--- config.mk ---
export PLATFORM = sky130hd
export DESIGN_NAME = axi4_lite_slave_regs
export DESIGN_NICKNAME = d
export VERILOG_FILES = /design/src/rtl/axi4_lite_slave_regs.sv
export SDC_FILE = /design/constraint.sdc
export NUM_CORES = 1
export LEC_CHECK = 0
export BUFFER_PORTS_ARGS = -buffer_cell sky130_fd_sc_hd__clkbuf_2
export CAP_MARGIN = 20
export CORE_ASPECT_RATIO = 1.75
export CORE_MARGIN = 2
export CORE_UTILIZATION = 57
export CTS_BUF_LIST = sky130_fd_sc_hd__clkbuf_16
export DETAILED_ROUTE_END_ITERATION = 7
export GPL_TIMING_DRIVEN = 0
export HOLD_SLACK_MARGIN = 0.12
export PLACE_DENSITY = 0.93
export SYNTH_ARGS = -nofsm -noshare
export SYNTH_HDL_FRONTEND = slang
export SYNTH_SLANG_ARGS = --single-unit
--- constraint.sdc ---
create_clock -name ACLK -period 2.5 [get_ports ACLK]
set_clock_uncertainty 0.2 [all_clocks]
set_input_delay 0.125 -clock ACLK [delete_from_list [all_inputs] [get_ports ACLK]]
set_output_delay 0.125 -clock ACLK [all_outputs]
set_load 0.02 [all_outputs]
--- src/rtl/axi4_lite_slave_regs.sv ---
//==============================================================================
// Module   : axi4_lite_slave_regs
// Brief    : AXI4-Lite slave terminating AW/W/B/AR/R with four exported 32-bit
//            registers and a one-cycle commit strobe.
// Revision : 1.0 - initial release
//==============================================================================
`default_nettype none

module axi4_lite_slave_regs #(
  parameter int ADDR_W = 4,
  parameter int DATA_W = 32
) (
  input  logic              ACLK,
  input  logic              ARESETn,
  input  logic [ADDR_W-1:0] AWADDR,
  input  logic              AWVALID,
  output logic              AWREADY,
  input  logic [DATA_W-1:0] WDATA,
  input  logic              WVALID,
  output logic              WREADY,
  output logic [1:0]        BRESP,
  output logic              BVALID,
  input  logic              BREADY,
  input  logic [ADDR_W-1:0] ARADDR,
  input  logic              ARVALID,
  output logic              ARREADY,
  output logic [DATA_W-1:0] RDATA,
  output logic              RVALID,
  input  logic              RREADY,
  output logic [1:0]        RRESP,
  output logic [DATA_W-1:0] slv_reg0,
  output logic [DATA_W-1:0] slv_reg1,
  output logic [DATA_W-1:0] slv_reg2,
  output logic [DATA_W-1:0] slv_reg3,
  output logic              wr_strobe,
  output logic [1:0]        wr_index
);

  localparam logic [1:0] c_resp_okay = 2'b00;

  // Write-path state
  logic              awready_q, awready_d;
  logic              wready_q,  wready_d;
  logic              aw_held_q, aw_held_d;
  logic              w_held_q,  w_held_d;
  logic [1:0]        aw_idx_q,  aw_idx_d;
  logic [DATA_W-1:0] w_data_q,  w_data_d;
  logic              bvalid_q,  bvalid_d;
  logic              wr_strobe_q, wr_strobe_d;
  logic [1:0]        wr_index_q,  wr_index_d;
  logic [DATA_W-1:0] regs_q [4];
  logic [DATA_W-1:0] regs_d [4];

  // Read-path state
  logic              arready_q, arready_d;
  logic              rvalid_q,  rvalid_d;
  logic [DATA_W-1:0] rdata_q,   rdata_d;

  logic              w_aw_hs;
  logic              w_w_hs;
  logic              w_ar_hs;
  logic              w_commit;
  logic [1:0]        w_commit_idx;
  logic [DATA_W-1:0] w_commit_data;
  logic              unused_addr_bits;

  assign unused_addr_bits = ^{AWADDR[1:0], ARADDR[1:0]};

  always_comb begin
    w_aw_hs       = AWVALID & awready_q;
    w_w_hs        = WVALID & wready_q;
    // A handshake on this edge counts as "held" so AW/W arriving together commit at once.
    w_commit      = (aw_held_q | w_aw_hs) & (w_held_q | w_w_hs);
    w_commit_idx  = aw_held_q ? aw_idx_q : AWADDR[3:2];
    w_commit_data = w_held_q ? w_data_q : WDATA;

    aw_idx_d    = aw_idx_q;
    w_data_d    = w_data_q;
    aw_held_d   = aw_held_q | w_aw_hs;
    w_held_d    = w_held_q | w_w_hs;
    bvalid_d    = bvalid_q;
    wr_strobe_d = w_commit;
    wr_index_d  = wr_index_q;
    regs_d      = regs_q;

    if (w_aw_hs) begin
      aw_idx_d = AWADDR[3:2];
    end
    if (w_w_hs) begin
      w_data_d = WDATA;
    end

    if (w_commit) begin
      regs_d[w_commit_idx] = w_commit_data;
      wr_index_d           = w_commit_idx;
      aw_held_d            = 1'b0;
      w_held_d             = 1'b0;
      bvalid_d             = 1'b1;
    end else if (bvalid_q && BREADY) begin
      bvalid_d = 1'b0;
    end

    // Channels reopen only once nothing is held and the response has been taken.
    awready_d = ~aw_held_d & ~bvalid_d;
    wready_d  = ~w_held_d & ~bvalid_d;
  end

  always_comb begin
    w_ar_hs  = ARVALID & arready_q;
    rdata_d  = rdata_q;
    rvalid_d = rvalid_q;
    // Reads sample the registered contents, so a same-edge commit is not visible yet.
    if (w_ar_hs) begin
      rdata_d  = regs_q[ARADDR[3:2]];
      rvalid_d = 1'b1;
    end else if (rvalid_q && RREADY) begin
      rvalid_d = 1'b0;
    end
    arready_d = ~rvalid_d;
  end

  always_ff @(posedge ACLK) begin
    if (!ARESETn) begin
      awready_q   <= 1'b0;
      wready_q    <= 1'b0;
      aw_held_q   <= 1'b0;
      w_held_q    <= 1'b0;
      aw_idx_q    <= '0;
      w_data_q    <= '0;
      bvalid_q    <= 1'b0;
      wr_strobe_q <= 1'b0;
      wr_index_q  <= '0;
      for (int i = 0; i < 4; i++) begin
        regs_q[i] <= '0;
      end
      arready_q   <= 1'b0;
      rvalid_q    <= 1'b0;
      rdata_q     <= '0;
    end else begin
      awready_q   <= awready_d;
      wready_q    <= wready_d;
      aw_held_q   <= aw_held_d;
      w_held_q    <= w_held_d;
      aw_idx_q    <= aw_idx_d;
      w_data_q    <= w_data_d;
      bvalid_q    <= bvalid_d;
      wr_strobe_q <= wr_strobe_d;
      wr_index_q  <= wr_index_d;
      for (int i = 0; i < 4; i++) begin
        regs_q[i] <= regs_d[i];
      end
      arready_q   <= arready_d;
      rvalid_q    <= rvalid_d;
      rdata_q     <= rdata_d;
    end
  end

  assign AWREADY   = awready_q;
  assign WREADY    = wready_q;
  assign BVALID    = bvalid_q;
  assign BRESP     = c_resp_okay;
  assign ARREADY   = arready_q;
  assign RVALID    = rvalid_q;
  assign RDATA     = rdata_q;
  assign RRESP     = c_resp_okay;
  assign slv_reg0  = regs_q[0];
  assign slv_reg1  = regs_q[1];
  assign slv_reg2  = regs_q[2];
  assign slv_reg3  = regs_q[3];
  assign wr_strobe = wr_strobe_q;
  assign wr_index  = wr_index_q;

endmodule

`default_nettype wire

==> metrics.cfg <==
[routing]
via_per_inst = 5.91
routed_wirelength_microns = 26900
via_count = 7567
drt_iter0_markers = 414
firstDrtPassIters = 5
drc = 0
ant_nets = 0
wl_per_cell_microns = 21.0

[setup_path]
crit_chain = nand2_1, clkbuf_1, nand2_1, a21boi_0, dlygate4sd3_1
cp_slowest_stage_delay_ns = 0.62
r2r-start = WREADY
cp_top_family = buffers and inverters
worst_ep_required_time_ns = 2.71
crit_start = WREADY
worstPathMaxFanout = 10
r2r_cells = 5
critPathBufInv = 2
slowest_stage = dlygate4sd3_1
worst-path-stages = 5
arrival_ns = 2.61
r2r_end = w_data_q[6]
endpoint = w_data_q[6]
crit_type = register to register
rrSetupSlack_ns = 0.1
cp-end-kind = register
startpoint_type = register
crit_top_cell = nand2_1

[grt]
grt_use_total = 0.338
grt_pass1_wl_microns = 41700
antenna_found_initial = 1
overflow = 0
grt_max_degree = 16
grt_pass1_vias = 8047

[pwr]
pwr-share-comb = 0.114
leakage_nw = 5.49
ir_drop_uv = 549
power_switching_mw = 1.68
pwr-share-clk = 0.376
internal_power_mw = 4.93
swShare = 0.255
seq_power_share = 0.510
power.density_nw_per_um2 = 602

[clocking]
htreeDepth = 1
clockBufferDepth = 3
clk_latency_ns = 0.49
cts_tree = yes
clkTransAtPathRegs_ns = 0.07
post_cts_buffers = 0
clock_sinks = 204
cts_buffers = 18
cts-root-buf = clkbuf_16

[synth]
yosysWarnings = 0
synth_xor_area_frac = 0
synth_compound_area_frac = 0.0698
synth_mux_area_frac = 0.285
syn_area_sq_um = 8530
synth_top_family_by_area = multiplexers
ys_ff_latch = 204
syn_inst = 793
avgSynthCellArea_sq_um = 10.8
synth.distinct_cells = 25
synth_seq_area_share = 0.479
synth_simple_gate_area_frac = 0.122
yosys.area_share.adder = 0

[placement]
portBuffers = 209
pre_cts_slack_ns = 0.607
routabilityCongestion = 0.840
post-place-cells = 1188
hpwl_microns = 17600

[layout]
syn2layout_area_growth_pct = 28.6
multi_input_area_sq_um = 4080
mostFrequentLayoutCells = nand2_1 (230), clkbuf_2 (211), dfxtp_1 (204)
ff_latch_area_sq_um = 4080
stdcell_count = 1281
layout-drive-gt1-share = 0.302
nNetsFinal = 1136
fill_cells = 985
final_common_cell = nand2_1

[sta]
tightestPinTransition_ns = 0.757
setup_viol = 0
finalCritPeriodShare = 0.961
final-max-slew-violation-count = 0
min_period_ns = 2.40
fin_setup_tns_ns = 0
rsz0062_at_grt = false
fin_ws_ns = 0.0982
fmax_mhz = 416
hold_viol = 0
relSlewSlack = 0.495

[floorplan]
die_x_microns = 96.5
die_y_microns = 166
rows = 59
start_util = 0.578
die_area_sq_um = 16000
pin_count = 219
core_sq_um = 14800

[job]
cap_violations = 0

[outcome]
status = finished, final reports clean

[hold_path]
hp-class = input pin to register

[cell type report]
cell class                 instances  area share
multi-input combinational        525       0.372
clock buffer                      18      0.0410
buffer                            66      0.0349
sequential                       204       0.372
tap                              183      0.0209
antenna                            1    0.000228
timing repair buffer             274       0.155
clock inverter                    10     0.00467
[Yosys cell counts]
| cell type | n | area [sq um] |
|---|---|---|
| nand2_1 | 230 | 863 |
| dfxtp_1 | 204 | 4080 |
| mux2i_1 | 128 | 1280 |
| clkbuf_1 | 36 | 135 |
| a21boi_0 | 35 | 263 |
| mux2_2 | 34 | 383 |
| a22o_1 | 32 | 280 |
| mux4_2 | 32 | 721 |
| buf_6 | 12 | 135 |
| buf_4 | 9 | 67.6 |
| buf_2 | 7 | 35.0 |
| nor2_1 | 5 | 18.8 |
| nand3_1 | 4 | 20.0 |
| nand4_4 | 4 | 85.1 |
| and3_1 | 3 | 18.8 |
| buf_1 | 3 | 11.3 |
| a21o_1 | 2 | 15.0 |
| a21oi_1 | 2 | 10.0 |
| and2_1 | 2 | 12.5 |
| mux2i_4 | 2 | 45.0 |
| nand2b_1 | 2 | 12.5 |
| o211a_1 | 2 | 20.0 |
| conb_1 | 1 | 3.75 |
| nor2b_1 | 1 | 6.26 |
| o21a_1 | 1 | 7.51 |
[state kept, by name, indices dropped and copies added, names as in the netlist]
| signal | flops |
|---|---|
| aw_idx_q | 2 |
| slv_reg1 | 32 |
| slv_reg2 | 32 |
| WREADY | 1 |
| w_held_q | 1 |
| ARREADY | 1 |
| w_data_q | 32 |
| slv_reg0 | 32 |
| aw_held_q | 1 |
| RDATA | 32 |
| RVALID | 1 |
| slv_reg3 | 32 |
| wr_strobe | 1 |
| wr_index | 2 |
| AWREADY | 1 |
| BVALID | 1 |
[through the flow]
| step | utilization | total power, mW | hold WS [ns] | cell area, sq um |
|---|---|---|---|---|
| 6_report | 0.743 | 6.61 | 0.244 | 11000 |
| 3_5_place_dp | 0.665 | 4.08 | 0.178 | 9820 |
| 4_1_cts | 0.743 | 6.58 | 0.238 | 11000 |
| 2_1_floorplan | - | 3.86 | 0.0699 | 8550 |
| 5_1_grt | 0.743 | 6.80 | 0.268 | 11000 |
| 3_3_place_gp | 0.665 | 4.06 | 0.172 | 9820 |
[cell families (layout without fill, tap and decap cells)]
family / Yosys count / count (layout)
AND/OR/NAND/NOR: 251 / 251
buffers and inverters: 67 / 368
other: 1 / 5
multiplexers: 196 / 196
flip-flops: 204 / 204
AO/OA/AOI/OAI: 74 / 74
[power by group through the flow]
stage | sequential [mW] | clock, mW | combinational [mW]
2_1_floorplan | 3.47 | 0 | 0.391
3_3_place_gp | 3.43 | 0 | 0.631
3_5_place_dp | 3.44 | 0 | 0.646
4_1_cts | 3.36 | 2.49 | 0.728
5_1_grt | 3.37 | 2.63 | 0.799
6_report | 3.37 | 2.49 | 0.754
[worst min path at each step]
stage                          from            to  slack, ns  depth (start not counted)
final                     WDATA[24]  w_data_q[24]       0.24                          4
after global routing      WDATA[17]  w_data_q[17]       0.27                          4
after global placement    WDATA[17]  w_data_q[17]       0.17                          3
after detailed placement  WDATA[17]  w_data_q[17]       0.18                          3
after floorplan           WDATA[11]  w_data_q[11]       0.07                          2
after CTS                 WDATA[29]  w_data_q[29]       0.24                          4
[routing by layer]
| metal | up-vias | routed length (microns) | share of wire | GRT usage |
|---|---|---|---|---|
| met5 | - | 0 | 0 | 0 |
| met4 | 0 | 1680 | 0.062 | 0.205 |
| met3 | 150 | 1890 | 0.070 | 0.0594 |
| met2 | 456 | 14200 | 0.53 | 0.588 |
| met1 | 3640 | 9110 | 0.34 | 0.369 |
| li1 | 3321 | - | - | - |
[repair_timing]
action / in CTS / in global routing
gates resized for setup: 0 / 4
setup endpoints to repair: 0 / 10
hold buffers: 65 / 0
hold endpoints to repair: 174 / 0
[worst min-delay path: stages]
cell	delay [ns]
dlygate4sd3_1	0.53
clkbuf_2	0.12
nand2_1	0.05
a21boi_0	0.07
No activity file was read; power rests on OpenSTA's default activity.
